[config.mk]
export PLATFORM = sky130hd
export DESIGN_NAME = stream_test_driver_flat
export DESIGN_NICKNAME = d
export VERILOG_FILES = /design/src/rtl/stream_test_driver_pkg.sv /design/src/rtl/stream_test_driver_if.sv /design/src/rtl/stream_test_driver_chan.sv /design/src/rtl/stream_test_driver.sv /design/src/flat_wrapper.sv
export SDC_FILE = /design/constraint.sdc
export NUM_CORES = 1
export LEC_CHECK = 0
export ABC_AREA = 0
export BUFFER_PORTS_ARGS = -buffer_cell sky130_fd_sc_hd__clkbuf_2
export CAP_MARGIN = 10
export CORE_AREA = 10 10 178 180
export DETAILED_ROUTE_END_ITERATION = 10
export DIE_AREA = 0 0 188 190
export PLACE_DENSITY = 0.79
export SLEW_MARGIN = 20
export SYNTH_ARGS = -nofsm -noshare
export SYNTH_HDL_FRONTEND = slang
export SYNTH_SLANG_ARGS = --single-unit
[constraint.sdc]
create_clock -name clock -period 9.45 [get_ports clock]
set_input_delay 1.4175 -clock clock [delete_from_list [all_inputs] [get_ports clock]]
set_output_delay 1.4175 -clock clock [all_outputs]
set_load 0.02 [all_outputs]
[src/rtl/stream_test_driver_pkg.sv]
// Shared types and helpers for the stream test driver: FSM state encoding,
// phase pointer width and the per-channel bus slice offset.
package stream_test_driver_pkg;

  typedef enum logic [2:0] {
    ST_IDLE,
    ST_FIRE,
    ST_RUN,
    ST_DONE,
    ST_TIMEOUT
  } drv_state_e;

  localparam int PHASE_W = 3;

  function automatic int chan_offset(input int chan, input int width);
    return chan * width;
  endfunction

endpackage

[src/rtl/stream_test_driver_if.sv]
// Handshake bundle between the test driver (master) and the design under
// test (slave): one control token each way plus NUM_STREAMS result streams.
interface stream_test_driver_if #(
  parameter int NUM_STREAMS = 2,
  parameter int DATA_WIDTH  = 64
);
  logic                              inCtrl_valid;
  logic                              inCtrl_ready;
  logic                              outCtrl_valid;
  logic                              outCtrl_ready;
  logic [NUM_STREAMS-1:0]            out_valid;
  logic [NUM_STREAMS-1:0]            out_ready;
  logic [NUM_STREAMS*DATA_WIDTH-1:0] out_data;
  logic [NUM_STREAMS-1:0]            out_eos;

  modport master (
    output inCtrl_valid,
    input  inCtrl_ready,
    input  outCtrl_valid,
    output outCtrl_ready,
    input  out_valid,
    output out_ready,
    input  out_data,
    input  out_eos
  );

  modport slave (
    input  inCtrl_valid,
    output inCtrl_ready,
    output outCtrl_valid,
    input  outCtrl_ready,
    output out_valid,
    input  out_ready,
    output out_data,
    output out_eos
  );
endinterface

[src/rtl/stream_test_driver_chan.sv]
// One result-stream consumer: counts non-EOS elements, accumulates a wrapping
// checksum and latches EOS, after which the channel ignores further traffic.
module stream_test_driver_chan #(
  parameter int DATA_WIDTH  = 64,
  parameter int COUNT_WIDTH = 32
) (
  input  logic                   clock,
  input  logic                   reset,
  input  logic                   clear_i,
  input  logic                   valid_i,
  input  logic                   ready_i,
  input  logic [DATA_WIDTH-1:0]  data_i,
  input  logic                   eos_i,
  output logic [COUNT_WIDTH-1:0] count_o,
  output logic [DATA_WIDTH-1:0]  sum_o,
  output logic                   eos_seen_o
);
  logic [COUNT_WIDTH-1:0] count_q, count_d;
  logic [DATA_WIDTH-1:0]  sum_q, sum_d;
  logic                   eos_q, eos_d;
  logic                   hs;

  assign hs = valid_i && ready_i && !eos_q;

  always_comb begin
    count_d = count_q;
    sum_d   = sum_q;
    eos_d   = eos_q;
    if (clear_i) begin
      count_d = '0;
      sum_d   = '0;
      eos_d   = 1'b0;
    end else if (hs) begin
      if (eos_i) begin
        eos_d = 1'b1;
      end else begin
        count_d = count_q + 1'b1;
        sum_d   = sum_q + data_i;
      end
    end
  end

  always_ff @(posedge clock) begin
    if (reset) begin
      count_q <= '0;
      sum_q   <= '0;
      eos_q   <= 1'b0;
    end else begin
      count_q <= count_d;
      sum_q   <= sum_d;
      eos_q   <= eos_d;
    end
  end

  assign count_o    = count_q;
  assign sum_o      = sum_q;
  assign eos_seen_o = eos_q;
endmodule

[src/rtl/stream_test_driver.sv]
// Fires one control token, drains NUM_STREAMS result streams under a rotating
// ready mask and reports done/timeout. STREAM_TEST_DRIVER_DISPLAY_EN adds sim prints.
module stream_test_driver
  import stream_test_driver_pkg::*;
#(
  parameter int         DATA_WIDTH     = 64,
  parameter int         NUM_STREAMS    = 2,
  parameter int         COUNT_WIDTH    = 32,
  parameter logic [7:0] READY_PATTERN  = 8'hFF,
  parameter int         TIMEOUT_CYCLES = 1024
) (
  input  logic                               clock,
  input  logic                               reset,
  input  logic                               start,
  stream_test_driver_if.master               bus,
  output logic [NUM_STREAMS*COUNT_WIDTH-1:0] elem_count,
  output logic [NUM_STREAMS*DATA_WIDTH-1:0]  checksum,
  output logic [NUM_STREAMS-1:0]             eos_seen,
  output logic                               busy,
  output logic                               done,
  output logic                               timeout
);
  localparam int IDLE_W = (TIMEOUT_CYCLES > 0) ? $clog2(TIMEOUT_CYCLES + 1) : 1;
  localparam logic [IDLE_W-1:0] TIMEOUT_VAL = IDLE_W'(TIMEOUT_CYCLES);

  drv_state_e             state_q, state_d;
  logic [PHASE_W-1:0]     phase_q, phase_d;
  logic [IDLE_W-1:0]      idle_q, idle_d;
  logic                   ctrl_rx_q, ctrl_rx_d;
  logic                   active, clear, in_hs, out_hs, any_hs;
  logic [NUM_STREAMS-1:0] stream_hs, eos_next;

  assign active    = (state_q == ST_FIRE) || (state_q == ST_RUN);
  assign clear     = start && (state_q inside {ST_IDLE, ST_DONE, ST_TIMEOUT});
  assign in_hs     = bus.inCtrl_valid && bus.inCtrl_ready;
  assign out_hs    = bus.outCtrl_valid && bus.outCtrl_ready;
  assign any_hs    = in_hs || out_hs || (|stream_hs);

  assign bus.inCtrl_valid  = (state_q == ST_FIRE);
  assign bus.outCtrl_ready = active;
  // Ready depends only on registered state so the DUT sees no combinational loop.
  assign bus.out_ready     = (active && READY_PATTERN[phase_q]) ? ~eos_seen : '0;

  assign busy    = active;
  assign done    = (state_q == ST_DONE);
  assign timeout = (state_q == ST_TIMEOUT);

  for (genvar gi = 0; gi < NUM_STREAMS; gi++) begin : g_chan
    localparam int DOFF = chan_offset(gi, DATA_WIDTH);
    localparam int COFF = chan_offset(gi, COUNT_WIDTH);

    assign stream_hs[gi] = bus.out_valid[gi] && bus.out_ready[gi];
    assign eos_next[gi]  = eos_seen[gi] || (stream_hs[gi] && bus.out_eos[gi]);

    stream_test_driver_chan #(
      .DATA_WIDTH (DATA_WIDTH),
      .COUNT_WIDTH(COUNT_WIDTH)
    ) u_chan (
      .clock     (clock),
      .reset     (reset),
      .clear_i   (clear),
      .valid_i   (bus.out_valid[gi]),
      .ready_i   (bus.out_ready[gi]),
      .data_i    (bus.out_data[DOFF +: DATA_WIDTH]),
      .eos_i     (bus.out_eos[gi]),
      .count_o   (elem_count[COFF +: COUNT_WIDTH]),
      .sum_o     (checksum[DOFF +: DATA_WIDTH]),
      .eos_seen_o(eos_seen[gi])
    );
  end

  always_comb begin
    state_d   = state_q;
    phase_d   = phase_q;
    idle_d    = idle_q;
    ctrl_rx_d = ctrl_rx_q;
    case (state_q)
      ST_IDLE, ST_DONE, ST_TIMEOUT: begin
        if (start) begin
          state_d   = ST_FIRE;
          phase_d   = '0;
          idle_d    = '0;
          ctrl_rx_d = 1'b0;
        end
      end
      ST_FIRE, ST_RUN: begin
        phase_d = phase_q + 1'b1;
        idle_d  = any_hs ? '0 : idle_q + 1'b1;
        if (out_hs) ctrl_rx_d = 1'b1;
        // Completion looks at this cycle's handshakes so done trails the last one by a cycle.
        if (state_q == ST_FIRE && in_hs) begin
          state_d = ST_RUN;
        end else if (state_q == ST_RUN && (&eos_next) && ctrl_rx_d) begin
          state_d = ST_DONE;
        end else if (TIMEOUT_CYCLES != 0 && !any_hs && idle_d == TIMEOUT_VAL) begin
          state_d = ST_TIMEOUT;
        end
      end
      default: state_d = ST_IDLE;
    endcase
  end

  always_ff @(posedge clock) begin
    if (reset) begin
      state_q   <= ST_IDLE;
      phase_q   <= '0;
      idle_q    <= '0;
      ctrl_rx_q <= 1'b0;
    end else begin
      state_q   <= state_d;
      phase_q   <= phase_d;
      idle_q    <= idle_d;
      ctrl_rx_q <= ctrl_rx_d;
    end
  end

`ifdef STREAM_TEST_DRIVER_DISPLAY_EN
  always_ff @(posedge clock) begin
    if (!reset) begin
      for (int c = 0; c < NUM_STREAMS; c++) begin
        if (stream_hs[c]) begin
          if (bus.out_eos[c]) $display("ch%0d EOS", c);
          else $display("ch%0d Element=%0d", c, bus.out_data[chan_offset(c, DATA_WIDTH) +: DATA_WIDTH]);
        end
      end
      if (state_d == ST_DONE && state_q != ST_DONE) begin
        $display("DONE");
        $finish;
      end
      if (state_d == ST_TIMEOUT && state_q != ST_TIMEOUT) begin
        $display("TIMEOUT");
        $fatal(1, "stream_test_driver timed out");
      end
    end
  end
`endif
endmodule
[src/flat_wrapper.sv]
// flat-port wrapper written by rule: the top's interface ports become plain ports
module stream_test_driver_flat import stream_test_driver_pkg::*;
#(
  parameter int         DATA_WIDTH     = 64,
  parameter int         NUM_STREAMS    = 2,
  parameter int         COUNT_WIDTH    = 32,
  parameter logic [7:0] READY_PATTERN  = 8'hFF,
  parameter int         TIMEOUT_CYCLES = 1024
)
  (clock, reset, start, elem_count, checksum, eos_seen, busy, done, timeout, bus_inCtrl_valid, bus_inCtrl_ready, bus_outCtrl_valid, bus_outCtrl_ready, bus_out_valid, bus_out_ready, bus_out_data, bus_out_eos);
  stream_test_driver_if #(.NUM_STREAMS(NUM_STREAMS), .DATA_WIDTH(DATA_WIDTH)) bus_i ();
  input  logic clock;
  input  logic reset;
  input  logic start;
  output logic [NUM_STREAMS*COUNT_WIDTH-1:0] elem_count;
  output logic [NUM_STREAMS*DATA_WIDTH-1:0] checksum;
  output logic [NUM_STREAMS-1:0] eos_seen;
  output logic busy;
  output logic done;
  output logic timeout;
  output wire logic [$bits(bus_i.inCtrl_valid)-1:0] bus_inCtrl_valid;
  input wire logic [$bits(bus_i.inCtrl_ready)-1:0] bus_inCtrl_ready;
  input wire logic [$bits(bus_i.outCtrl_valid)-1:0] bus_outCtrl_valid;
  output wire logic [$bits(bus_i.outCtrl_ready)-1:0] bus_outCtrl_ready;
  input wire logic [$bits(bus_i.out_valid)-1:0] bus_out_valid;
  output wire logic [$bits(bus_i.out_ready)-1:0] bus_out_ready;
  input wire logic [$bits(bus_i.out_data)-1:0] bus_out_data;
  input wire logic [$bits(bus_i.out_eos)-1:0] bus_out_eos;
  assign bus_inCtrl_valid = bus_i.inCtrl_valid;
  assign bus_i.inCtrl_ready = bus_inCtrl_ready;
  assign bus_i.outCtrl_valid = bus_outCtrl_valid;
  assign bus_outCtrl_ready = bus_i.outCtrl_ready;
  assign bus_i.out_valid = bus_out_valid;
  assign bus_out_ready = bus_i.out_ready;
  assign bus_i.out_data = bus_out_data;
  assign bus_i.out_eos = bus_out_eos;
  stream_test_driver #(.DATA_WIDTH(DATA_WIDTH), .NUM_STREAMS(NUM_STREAMS), .COUNT_WIDTH(COUNT_WIDTH), .READY_PATTERN(READY_PATTERN), .TIMEOUT_CYCLES(TIMEOUT_CYCLES)) u_core (.clock(clock), .reset(reset), .start(start), .bus(bus_i), .elem_count(elem_count), .checksum(checksum), .eos_seen(eos_seen), .busy(busy), .done(done), .timeout(timeout));
endmodule
==> results.md, run 1 <==
* Status: finished clean
* Routed Antenna Nets at 0
* Main flop type after synthesis: dfxtp_1
* Tmin final at ~4.2 ns
* Worst-path clk slew at 0.06 ns
* Number of global-route vias before repair at 15730
* Commonest non-fill, non-tap cell in the layout: clkbuf_2
* Site Rows at slightly above 60
* Top Ports at 338
* Clock tree root driver cell: clkbuf_16
* Min Hold Slack at 0.4706 ns
* Grt ovf at 0
* CP Class: in2reg
* Hold path depth at 2
* Final RePlAce weighted congestion at 0.9662
* Worst vdd ir at 0.1508 mV
* Antenna cells at 0
* Post-CTS setup buffers at 0
* Drt drc at 0
* Seq cells post-synth at 209
* CTS Hold Bufs at 0
* CP max FO at 4
* Cell Area, Synth at 15330 µm²
* Post-DP HPWL at 37820 µm
* Final setup TNS at 0 ns
* Height of the die at between 150 and 200 µm
* Share of layout cells above drive strength 1 at 0.1810
* Max clock buf depth at 3
* EDFF count, synth at 0
* Chip width at 188 µm
* Hold WC Path Type: reg2reg
* WP data required at 9.86 ns
* Tot GR Track Use at 0.2613
* Max-cap violations at 0
* Synth async-reset ratio at 0
* Total Wirelength at 49670 µm
* Initial antenna violation count at 0
* Area Overhead vs Synth at 17.55%
* Sequential share of the synthesized area at 0.2729
* Fmax at 0.2354 GHz
* Setup Skew at around 0.017 ns
* Worst skew pair latency at around 0.55 ns
* Data arrival, critical path at between 4 and 5 ns
* Placed insts at 2643
* Largest net degree at the start of global routing at 91
* Final setup viols at 0
* First DRT Iteration DRCs at 1309
* First-pass GRT wire length at between 70000 and 80000 µm
* Via Count at 16110
* Post-synthesis average cell area at 7.568 µm²
* Final hold violations at 0
* IO Port Bufs at 337
* CTS tree: done
* RSZ-0062 raised after global routing: no
* Non-Filler Instances at 2688
* Core Box Area at 28240 µm²
* Via/cell ratio at 5.994
* Rel. slew slack at 0.3528
* Die footprint at 35720 µm²
* R2R cell count at 11
* Leakage power at 8.178 nW
* Startpoint Class: primary input
* Tcrit/Tclk final at 0.4494
* H-tree Lvls at 1
* Post-CTS sizing at 0
* Total CTS buffers at 25
* Final #Nets at approximately 2600
* Critical path endpoint category: flop
* Initial Utilization at 0.5430
* # fillers at 2587
* Commonest non-fill, non-tap cells in the layout: 337 x clkbuf_2, 283 x nand2_1, 262 x a21oi_1
* Pwr/cell area at 160.1 nW/µm²
* Max-slew violations at 0
* WL/cell at between 15 and 20 µm
* Clock sink total at 209
* Syn Nets at approximately 2300
* 1st-pass router iterations at 5
* Mapped Cells at 2026
* Slew @ Worst Pin at between 0.9 and 1 ns
* Synthesis Warnings at 0
* Post-synth cell types at 79
-- flip-flops by register name, summed over array words and instances, names as in the netlist --
| name | flops |
|---|---|
| u_core.ctrl_rx_q | 1 |
| u_core.idle_q | 11 |
| u_core.g_chan.u_chan.count_o | 64 |
| u_core.state_q | 3 |
| u_core.g_chan.u_chan.sum_o | 128 |
| u_core.g_chan.u_chan.eos_seen_o | 2 |
-- critical path, cell delays in order --
cell and delay, ns:
clkbuf_2 0.08, ha_1 0.18, inv_1 0.07, fa_1 0.39, nand2b_1 0.18, a2111oi_1 0.47, o21bai_1 0.18, a211oi_1 0.26
a211oi_1 0.16, nor4_1 0.44, o21ai_1 0.14, a211oi_1 0.32, a21boi_1 0.14, xor2_1 0.15, o21ai_1 0.07
-- stage by stage --
step	total power (W)	setup WS (ns)	area, µm²	util
final	0.002886	5.203	18020	0.6382
after CTS	0.002894	5.294	18020	0.6382
after global placement	0.001826	4.841	17130	0.6065
after floorplan	0.001606	5.394	15330	-
after global routing	0.003028	5.041	18020	0.6382
after detailed placement	0.001838	4.746	17130	0.6065
-- kinds of logic (layout without fill, tap and decap cells) --
logic type      after synthesis  count (layout)  synth area share
mux                           1               1         0.0006529
fa+ha+maj                   131             131            0.1079
compound gates              649             649            0.2622
xor+xnor                    164             164           0.09368
simple gates                729             729            0.2256
flops                       209             209            0.2729
buf+inv                     143             421           0.03705
-- power by group --
group | total, W | switching (W) | internal (W)
clock | 0.00105 | 0.000407 | 0.000643
sequential | 0.000972 | 0.0000473 | 0.000924
combinational | 0.000864 | 0.000573 | 0.000291
total | 0.00289 | 0.00103 | 0.00186
-- final timing paths --
kind                                startpoint                             endpoint  slack [ns]
min          u_core.g_chan[0].u_chan.sum_o[31]    u_core.g_chan[0].u_chan.sum_o[31]        0.47
max                           bus_out_data[64]    u_core.g_chan[1].u_chan.sum_o[56]        5.20
max reg2reg                  u_core.state_q[1]  u_core.g_chan[1].u_chan.count_o[26]        5.69
min reg2reg  u_core.g_chan[0].u_chan.sum_o[31]    u_core.g_chan[0].u_chan.sum_o[31]        0.47
-- metal layers --
layer,share of wire,global-route usage
met1,0.42,0.3198
met5,0,0
met2,0.46,0.4296
met3,0.075,0.05566
met4,0.049,0.1265
-- Yosys cell counts (all sizes together), types with 6 or more instances --
cell type / instances / area share
nand2: 283 / 0.069
a21oi: 263 / 0.086
dfxtp: 209 / 0.27
nor2: 161 / 0.039
ha: 129 / 0.11
o21ai: 126 / 0.041
xnor2: 89 / 0.051
clkbuf: 88 / 0.022
xor2: 75 / 0.043
a21o: 72 / 0.035
nand4: 47 / 0.020
nand3: 45 / 0.015
nor3: 42 / 0.016
a211oi: 30 / 0.015
inv: 30 / 0.0073
and3: 28 / 0.011
o21bai: 28 / 0.014
or3: 28 / 0.011
buf: 25 / 0.0082
a31oi: 22 / 0.0090
nor2b: 19 / 0.0078
a22o: 18 / 0.010
nand2b: 18 / 0.0073
o21a: 17 / 0.0083
o211ai: 12 / 0.0059
and2: 10 / 0.0041
nand3b: 10 / 0.0049
a21boi: 9 / 0.0044
and4: 8 / 0.0046
nor4: 7 / 0.0033
o31ai: 7 / 0.0034
or2: 6 / 0.0024
-- cell type report --
| cell class | count | area (µm²) | area share |
|---|---|---|---|
| inverter | 30 | 112.6 | 0.006248 |
| multi-input combinational | 1674 | 10600 | 0.5879 |
| sequential | 209 | 4184 | 0.2322 |
| clock buffer | 33 | 715.7 | 0.03971 |
| tap | 384 | 480.5 | 0.02666 |
| timing repair buffer | 346 | 1754 | 0.09733 |
| clock inverter | 12 | 180.2 | 0.009997 |
No activity file was read; power rests on OpenSTA's default activity.
==> run 2: changes to the inputs <==
--- a/config.mk
+++ b/config.mk
@@ -5,13 +5,13 @@
 export SDC_FILE = /design/constraint.sdc
 export NUM_CORES = 1
 export LEC_CHECK = 0
-export ABC_AREA = 0
+export ABC_AREA = 1
 export BUFFER_PORTS_ARGS = -buffer_cell sky130_fd_sc_hd__clkbuf_2
 export CAP_MARGIN = 10
-export CORE_AREA = 10 10 178 180
+export CORE_AREA = 10 10 202 204
 export DETAILED_ROUTE_END_ITERATION = 10
-export DIE_AREA = 0 0 188 190
-export PLACE_DENSITY = 0.79
+export DIE_AREA = 0 0 212 214
+export PLACE_DENSITY = 0.77
 export SLEW_MARGIN = 20
 export SYNTH_ARGS = -nofsm -noshare
 export SYNTH_HDL_FRONTEND = slang
==> constraint.sdc (replaced) <==
create_clock -name clock -period 3.8 [get_ports clock]
set_input_delay 0.57 -clock clock [delete_from_list [all_inputs] [get_ports clock]]
set_output_delay 0.57 -clock clock [all_outputs]
set_load 0.02 [all_outputs]
==> run 2 against run 1 <==
  * Routed wire length rose by 43%
  * Register-to-register slack got worse by 4.7 ns
  * Clock power rose to 2.6 times the previous value
  * Die area rose by 27%
  * Sequential share of layout area fell by 4.2 points
  * Sequential cell count did not move
  * Setup slack got worse by 4.2 ns
  * Clock skew rose by 0.0013 ns
  * Area after synthesis rose by 24%
  * Non-clock buffer count rose by 5
  * Final area rose by 22%
  * Largest cell class unchanged
==> results.md, run 2 <==
* Site Rows at 71 (+15%)
* Synthesized-area fraction occupied by adder cells at 0.08730 (-0.02059)
* Total Wirelength at 71040 µm (+43%)
* Total CTS buffers at 27 (+8.0%)
* Top Ports at 338 (unchanged)
* Clock tree root driver cell: clkbuf_16
* Most frequent cells after synthesis: 770 x nand2_1, 529 x inv_1, 400 x nor2_1
* Worst skew pair latency at 0.58 ns (+0.03 ns)
* Cell Area, Synth at 18950 µm² (+24%)
* WP data required at 4.27 ns (-5.59 ns)
* WL/cell at 17.74 µm (-4.0%)
* Critical path endpoint category: flop
* Via Count at 21780 (+35%)
* Initial antenna violation count at 1 (+1)
* First DRT Iteration DRCs at 1985 (+52%)
* Area Overhead vs Synth at 16.29%
* EDFF count, synth at 0 (unchanged)
* 1st-pass router iterations at 6 (+1)
* Final setup viols at 0 (unchanged)
* Final setup TNS at 0 ns (unchanged)
* CP Class: reg2reg
* Post-CTS setup buffers at 0 (unchanged)
* Commonest non-fill, non-tap cells in the layout: 770 x nand2_1, 529 x inv_1, 400 x nor2_1
* Chip width at 212 µm (+13%)
* Tmin final at 2.826 ns
* Post-DP HPWL at 58390 µm (+54%)
* Fin util at 0.5948 (-0.04342)
* Max-cap violations at 0 (unchanged)
* Post-synthesis average cell area at 5.934 µm² (-22%)
* Drt drc at 0 (unchanged)
* Synthesis Warnings at 0 (unchanged)
* Startpoint Class: flop
* Max clock buf depth at 3 (unchanged)
* Data arrival, critical path at 3.30 ns (-1.36 ns)
* H-tree Lvls at 1 (unchanged)
* Leakage power at 11.12 nW (+36%)
* Status: finished clean
* IO Port Bufs at 337 (unchanged)
* Final hold violations at 0 (unchanged)
* First-pass GRT wire length at 110900 µm (+39%)
* Mapped Cells at 3193 (+58%)
* Count leader, synth: nand2_1
* Hold WC Path Type: in2reg
* Core Box Area at 37040 µm² (+31%)
* Sw Share at 0.4326 (+0.07655)
* Slew @ Worst Pin at 1.040 ns (+0.06945 ns)
* R2R cell count at 16 (+5)
* Fmax at roughly 0.35 GHz
* Combinational share of power at 0.418 (+0.119)
* Height of the die at 214 µm (+13%)
* Mux share of post-synthesis cell area at 0 (-0.0006528)
* CP Launch Point: u_core.g_chan[1].u_chan.sum_o[0]
* Max-slew violations at 0 (unchanged)
* Share of layout cells above drive strength 1 at 0.1210 (-0.06003)
* Tot GR Track Use at 0.3009 (+0.03953)
* Final RePlAce weighted congestion at 1.069 (+11%)
* Setup Skew at 0.01862 ns (+0.001271 ns)
* Cell Int Power at 0.005231 W (+180%)
* Post-synth cell types at 43 (-46%)
* Sequential Power Share at 0.284 (-0.053)
* Worst Setup EP: u_core.g_chan[1].u_chan.sum_o[48]
* Syn Nets at 3461 (+51%)
* Max reg flops at 128 (unchanged)
* Die footprint at 45370 µm² (+27%)
* Min Hold Slack at 0.4011 ns (-0.06954 ns)
* Post-CTS sizing at 0 (unchanged)
* Top post-synthesis cells by area: dfxtp_1 22%, nand2_1 15%, inv_1 10%, ha_1 8.5%, nor2_1 7.9%
* Pwr/cell area at 418.4 nW/µm² (+160%)
* R2r startpoint: u_core.g_chan[1].u_chan.sum_o[0]
* Number of global-route vias before repair at 20720 (+32%)
* Sequential share of the synthesized area at 0.2208 (-0.05208)
* XOR/XNOR share of the synthesized area at 0.03837 (-0.05532)
* Final #Nets at 3779 (+48%)
* Seq cells post-synth at 209 (unchanged)
* Worst-path clk slew at 0.06 ns (about the same)
* Largest family of logic cells by synthesized area: simple AND/OR/NAND/NOR gates
* CTS Hold Bufs at 0 (unchanged)
* HP Start: bus_out_data[64]
* Post-synth top area share at 0.2208 (-0.05208)
* Power Total at 0.009219 W (+220%)
* RSZ-0062 raised after global routing: no
* Initial Utilization at 0.5115 (-0.03148)
* Grt ovf at 0 (unchanged)
* Via/cell ratio at 5.437 (-9.3%)
* Largest net degree at the start of global routing at 150 (+65%)
* Clock sink total at 209 (unchanged)
* Worst vdd ir at 0.4047 mV (+170%)
* Area leader, netlist: dfxtp_1
* Rel. slew slack at 0.3065 (-0.04630)
* Tcrit/Tclk final at 0.7436
* Main flop type after synthesis: dfxtp_1
* Routed Antenna Nets at 0 (unchanged)
* Post-synthesis compound-gate area fraction at 0.1939 (-0.06833)
* Synth Area in Simple Gates at 0.3403 (+0.1146)
* Clk pwr share at 0.298 (-0.066)
* Commonest non-fill, non-tap cell in the layout: nand2_1
* Synth async-reset ratio at 0 (unchanged)
* R2r setup slk at 0.97 ns (-4.72 ns)
* CP max FO at 4 (unchanged)
* FF-to-FF End: u_core.g_chan[1].u_chan.sum_o[48]
* NetSw at 0.003988 W (+290%)
* CTS tree: done
-- run 2: cell types whose count changed in the layout (fill, tap and decap cells not counted), sizes merged, moves of 55 or more --
cell   change
a21o      -55
inv      +503
nand2    +491
nand3    +178
nor2     +251
o21ai     +70
xnor2     -66
-- run 2: layer usage --
| metal | vias to the layer above | GRT usage | routed length, µm |
|---|---|---|---|
| met5 | - | 0 | 13 |
| met4 | 2 | 0.1127 | 2727 |
| met3 | 130 | 0.06153 | 6225 |
| met2 | 875 | 0.4845 | 31520 |
| met1 | 9815 | 0.3863 | 30560 |
| li1 | 10950 | - | - |
-- run 2: stage by stage --
stage	std cells	instance area [µm²]	worst slack, ns
2_1_floorplan	3193	18950	1.366
5_1_grt	4004	22030	0.7359
3_5_place_dp	3956	21100	0.6841
4_1_cts	4004	22030	0.9519
6_report	4005	22030	0.9742
3_3_place_gp	3956	21100	0.7543
-- run 2: power groups by stage --
stage	logic, W	registers (W)	clock network, W
CTS	0.00381	0.00261	0.00278
detailed placement	0.00379	0.00266	0
finish	0.00386	0.00261	0.00275
floorplan	0.00242	0.00282	0
global route	0.00426	0.00264	0.00286
global placement	0.00378	0.00265	0
-- run 2: cell families (layout without fill, tap and decap cells) --
| group | count (synthesis) | after routing |
|---|---|---|
| buf+inv | 594 | 931 |
| other cells | 0 | 1 |
| compound gates | 641 | 641 |
| simple gates | 1535 | 1535 |
| xor+xnor | 83 | 83 |
| flops | 209 | 209 |
| fa+ha+maj | 131 | 131 |
-- run 2: how the worst min path moves through the flow --
stage	end	slack, ns	cells past startpoint
2_1_floorplan	u_core.idle_q[9]	0.45	2
3_3_place_gp	u_core.idle_q[9]	0.45	2
3_5_place_dp	u_core.idle_q[9]	0.47	2
4_1_cts	u_core.g_chan[1].u_chan.sum_o[0]	0.36	4
5_1_grt	u_core.g_chan[1].u_chan.count_o[26]	0.42	4
6_report	u_core.g_chan[1].u_chan.sum_o[0]	0.40	4
-- run 2: worst max-delay path: stages, from the launching register on --
cell and delay, ns:
dfxtp_1 0.35, ha_1 0.18, inv_1 0.06, fa_1 0.39, nand3b_1 0.17, nand2_1 0.26, nand2_1 0.08, nand2_1 0.14
nand3_1 0.09, nand2_1 0.10, inv_1 0.07, o21ai_0 0.43, nand2_1 0.14, nand3_1 0.10, nand3_1 0.07, nand2_1 0.07
inv_1 0.03
-- run 2: layout make-up --
type | count | area [µm²]
Clock inverter | 14 | 196.4
Clock buffer | 34 | 732.0
Fill cell | 3862 | 15010
Multi-Input combinational cell | 2390 | 12510
Sequential cell | 209 | 4184
Timing Repair Buffer | 351 | 1817
Antenna cell | 1 | 2.502
Inverter | 532 | 1997
Tap cell | 474 | 593.1
==> run 3: changes to the inputs <==
--- a/config.mk
+++ b/config.mk
@@ -5,13 +5,13 @@
 export SDC_FILE = /design/constraint.sdc
 export NUM_CORES = 1
 export LEC_CHECK = 0
-export ABC_AREA = 1
+export ABC_AREA = 0
 export BUFFER_PORTS_ARGS = -buffer_cell sky130_fd_sc_hd__clkbuf_2
 export CAP_MARGIN = 10
-export CORE_AREA = 10 10 202 204
+export CORE_AREA = 10 10 178 180
 export DETAILED_ROUTE_END_ITERATION = 10
-export DIE_AREA = 0 0 212 214
-export PLACE_DENSITY = 0.77
+export DIE_AREA = 0 0 188 190
+export PLACE_DENSITY = 0.79
 export SLEW_MARGIN = 20
 export SYNTH_ARGS = -nofsm -noshare
 export SYNTH_HDL_FRONTEND = slang
==> constraint.sdc (replaced) <==
create_clock -name clock -period 2.6 [get_ports clock]
set_input_delay 0.39 -clock clock [delete_from_list [all_inputs] [get_ports clock]]
set_output_delay 0.39 -clock clock [all_outputs]
set_load 0.02 [all_outputs]
==> run 3 against run 2 <==
  * The flow now finishes with violations (negative setup slack)
  * Total power is 31% higher
  * Largest cell class unchanged
  * Final cell count is 20% lower
  * Non-clock buffer count is 497 higher
  * Clock power is 33% higher
  * Fmax is 13% lower
  * Clock-buffer cell count is 4 higher
  * Clock skew is 0.0087 ns lower
  * Register-to-register slack worse by 1.6 ns
  * Largest power group unchanged
  * Combinational power is 27% higher
==> results.md, run 3 (same netlist as run 1, synthesis figures left out) <==
* 1st-pass router iterations at 7 (+1)
* Clock sink total at 209 (unchanged)
* Min Hold Slack at 0.1474 ns (-0.2537 ns)
* Final RePlAce weighted congestion at 1.005 (-6.0%)
* Slew @ Worst Pin at 0.7527 ns (-0.2875 ns)
* Slack of the critical path at -0.6575 ns (-1.632 ns)
* Top Ports at 338 (unchanged)
* Grt ovf at 0 (unchanged)
* Max-cap violations at 0 (unchanged)
* Hold path depth at 3 (-1)
* Initial Utilization at 0.5430 (+0.03148)
* Initial antenna violation count at 0 (-1)
* Via/cell ratio at 6.150 (+13%)
* Design Area, Final at 24070 µm² (+9.2%)
* Post-DP Area at 21080 µm² (-0.14%)
* IO Port Bufs at 337 (unchanged)
* Setup Skew at 0.009950 ns (-0.008673 ns)
* Max reg flops at 128 (unchanged)
* CP Class: reg2reg
* First DRT Iteration DRCs at 2222 (+12%)
* Number of global-route vias before repair at 18890 (-8.8%)
* Data arrival, critical path at 3.72 ns (+0.42 ns)
* Worst Hold Path EP: u_core.g_chan[1].u_chan.eos_seen_o
* Area Overhead vs Synth at 56.97%
* Worst vdd ir at 0.5251 mV (+30%)
* Share of layout cells above drive strength 1 at 0.4439 (+0.3229)
* WL/cell at 21.54 µm (+21%)
* First-pass GRT wire length at 97110 µm (-12%)
* Final setup viols at 90 (+90)
* WP data required at 3.06 ns (-1.21 ns)
* CP max FO at 5 (+1)
* Tcrit/Tclk final at 1.253 (+0.5093)
* Final hold violations at 0 (unchanged)
* CTS tree: done
* Status: finished, violations left
* Failing checks: negative setup slack
* Drt drc at 0 (unchanged)
* Fmax at 0.3070 GHz (-13%)
* FF-to-FF End: u_core.g_chan[1].u_chan.sum_o[63]
* Worst skew pair latency at 0.54 ns (-0.04 ns)
* Commonest non-fill, non-tap cells in the layout: 464 x buf_4, 337 x clkbuf_2, 267 x nand2_1
* Antenna cells at 0 (-1)
* Critical path endpoint category: flop
* Max-slew violations at 0 (unchanged)
* Height of the die at 190 µm (-11%)
* Via Count at 19610 (-9.9%)
* HP Start: bus_out_valid[1]
* Tmin final at 3.257 ns (+0.4317 ns)
* Leakage power at 11.11 nW (-0.10%)
* Clock tree root driver cell: clkbuf_16
* Worst-path clk slew at 0.07 ns (about the same)
* Routed Antenna Nets at 0 (unchanged)
* R2r startpoint: u_core.g_chan[1].u_chan.sum_o[21]
* R2r setup slk at -0.66 ns (-1.63 ns)
* Core Box Area at 28240 µm² (-24%)
* Chip width at 188 µm (-11%)
* Post-DP HPWL at 46210 µm (-21%)
* Final setup TNS at -25.89 ns (-25.89 ns)
* Commonest non-fill, non-tap cell in the layout: buf_4
* Total CTS buffers at 24 (-11%)
* Rel. slew slack at 0.4951 (+0.1886)
* Pwr/cell area at 501.6 nW/µm² (+20%)
* Largest net degree at the start of global routing at 64 (-57%)
* H-tree Lvls at 1 (unchanged)
* Hold WC Path Type: in2reg
* Die footprint at 35720 µm² (-21%)
* Total Wirelength at 68690 µm (-3.3%)
* Max clock buf depth at 3 (unchanged)
* Startpoint Class: flop
* Site Rows at 62 (-13%)
* R2R cell count at 12 (-4)
* Tot GR Track Use at 0.3237 (+0.02285)
* # fillers at 1600 (-59%)
* RSZ-0062 raised after global routing: yes
* Final #Nets at 3055 (-19%)
run 3: how the worst max path moves through the flow:
stage	start	end	slack, ns	cells after the start
finish	u_core.g_chan[1].u_chan.sum_o[21]	u_core.g_chan[1].u_chan.sum_o[63]	-0.66	12
global route	u_core.g_chan[1].u_chan.sum_o[20]	u_core.g_chan[1].u_chan.sum_o[63]	-0.72	13
CTS	u_core.g_chan[1].u_chan.sum_o[1]	u_core.g_chan[1].u_chan.sum_o[61]	-0.44	14
detailed placement	bus_out_data[65]	u_core.g_chan[1].u_chan.sum_o[63]	-1.04	14
global placement	bus_out_data[65]	u_core.g_chan[1].u_chan.sum_o[63]	-0.82	14
floorplan	u_core.g_chan[1].u_chan.sum_o[0]	u_core.g_chan[1].u_chan.sum_o[60]	-0.33	14
run 3: per-stage QoR:
| stage | std cells | setup WS (ns) | utilization | total power (W) |
|---|---|---|---|---|
| after detailed placement | 3073 | -1.042 | 0.7464 | 0.007680 |
| final | 3189 | -0.6575 | 0.8523 | 0.01207 |
| after floorplan | 2026 | -0.3298 | - | 0.005994 |
| after global placement | 3073 | -0.8221 | 0.7464 | 0.007576 |
| after global routing | 3189 | -0.7162 | 0.8523 | 0.01249 |
| after CTS | 3143 | -0.4398 | 0.8056 | 0.01148 |
run 3: metal layers:
| layer | track usage | part of all wire |
|---|---|---|
| met1 | 0.3807 | 0.36 |
| met2 | 0.5677 | 0.48 |
| met3 | 0.05419 | 0.091 |
| met4 | 0.1449 | 0.063 |
| met5 | 0 | 0 |
run 3: layout make-up:
cell class,count,area (µm²),area share
Sequential cell,209,4262,0.1771
Timing Repair Buffer,848,5717,0.2375
Inverter,30,112.6,0.004679
Clock buffer,38,774.5,0.03218
Tap cell,384,480.5,0.01996
Multi-Input combinational cell,1674,12650,0.5256
Clock inverter,6,71.32,0.002963
run 3: what timing repair did:
item / CTS / global route
gates resized for setup: 138 / 206
setup buffers: 29 / 62
endpoints found under the setup margin: 96 / 116
hold buffers: 0 / 0
pin swaps: 123 / 170
run 3: power by group:
| group | switching [W] | internal [W] |
|---|---|---|
| logic | 0.00286 | 0.00204 |
| clock network | 0.00150 | 0.00214 |
| registers | 0.000150 | 0.00337 |
run 3: critical path, cell delays in order (launching register included):
cell	delay, ns
dfxtp_2	0.35
ha_4	0.30
nand4_1	0.15
a2111oi_4	0.32
o21ai_2	0.13
a21boi_1	0.24
o21ai_2	0.14
a2111oi_4	0.57
o21ai_4	0.12
a311oi_2	0.37
nor4_2	0.13
o21ai_1	0.14
nor3b_2	0.21
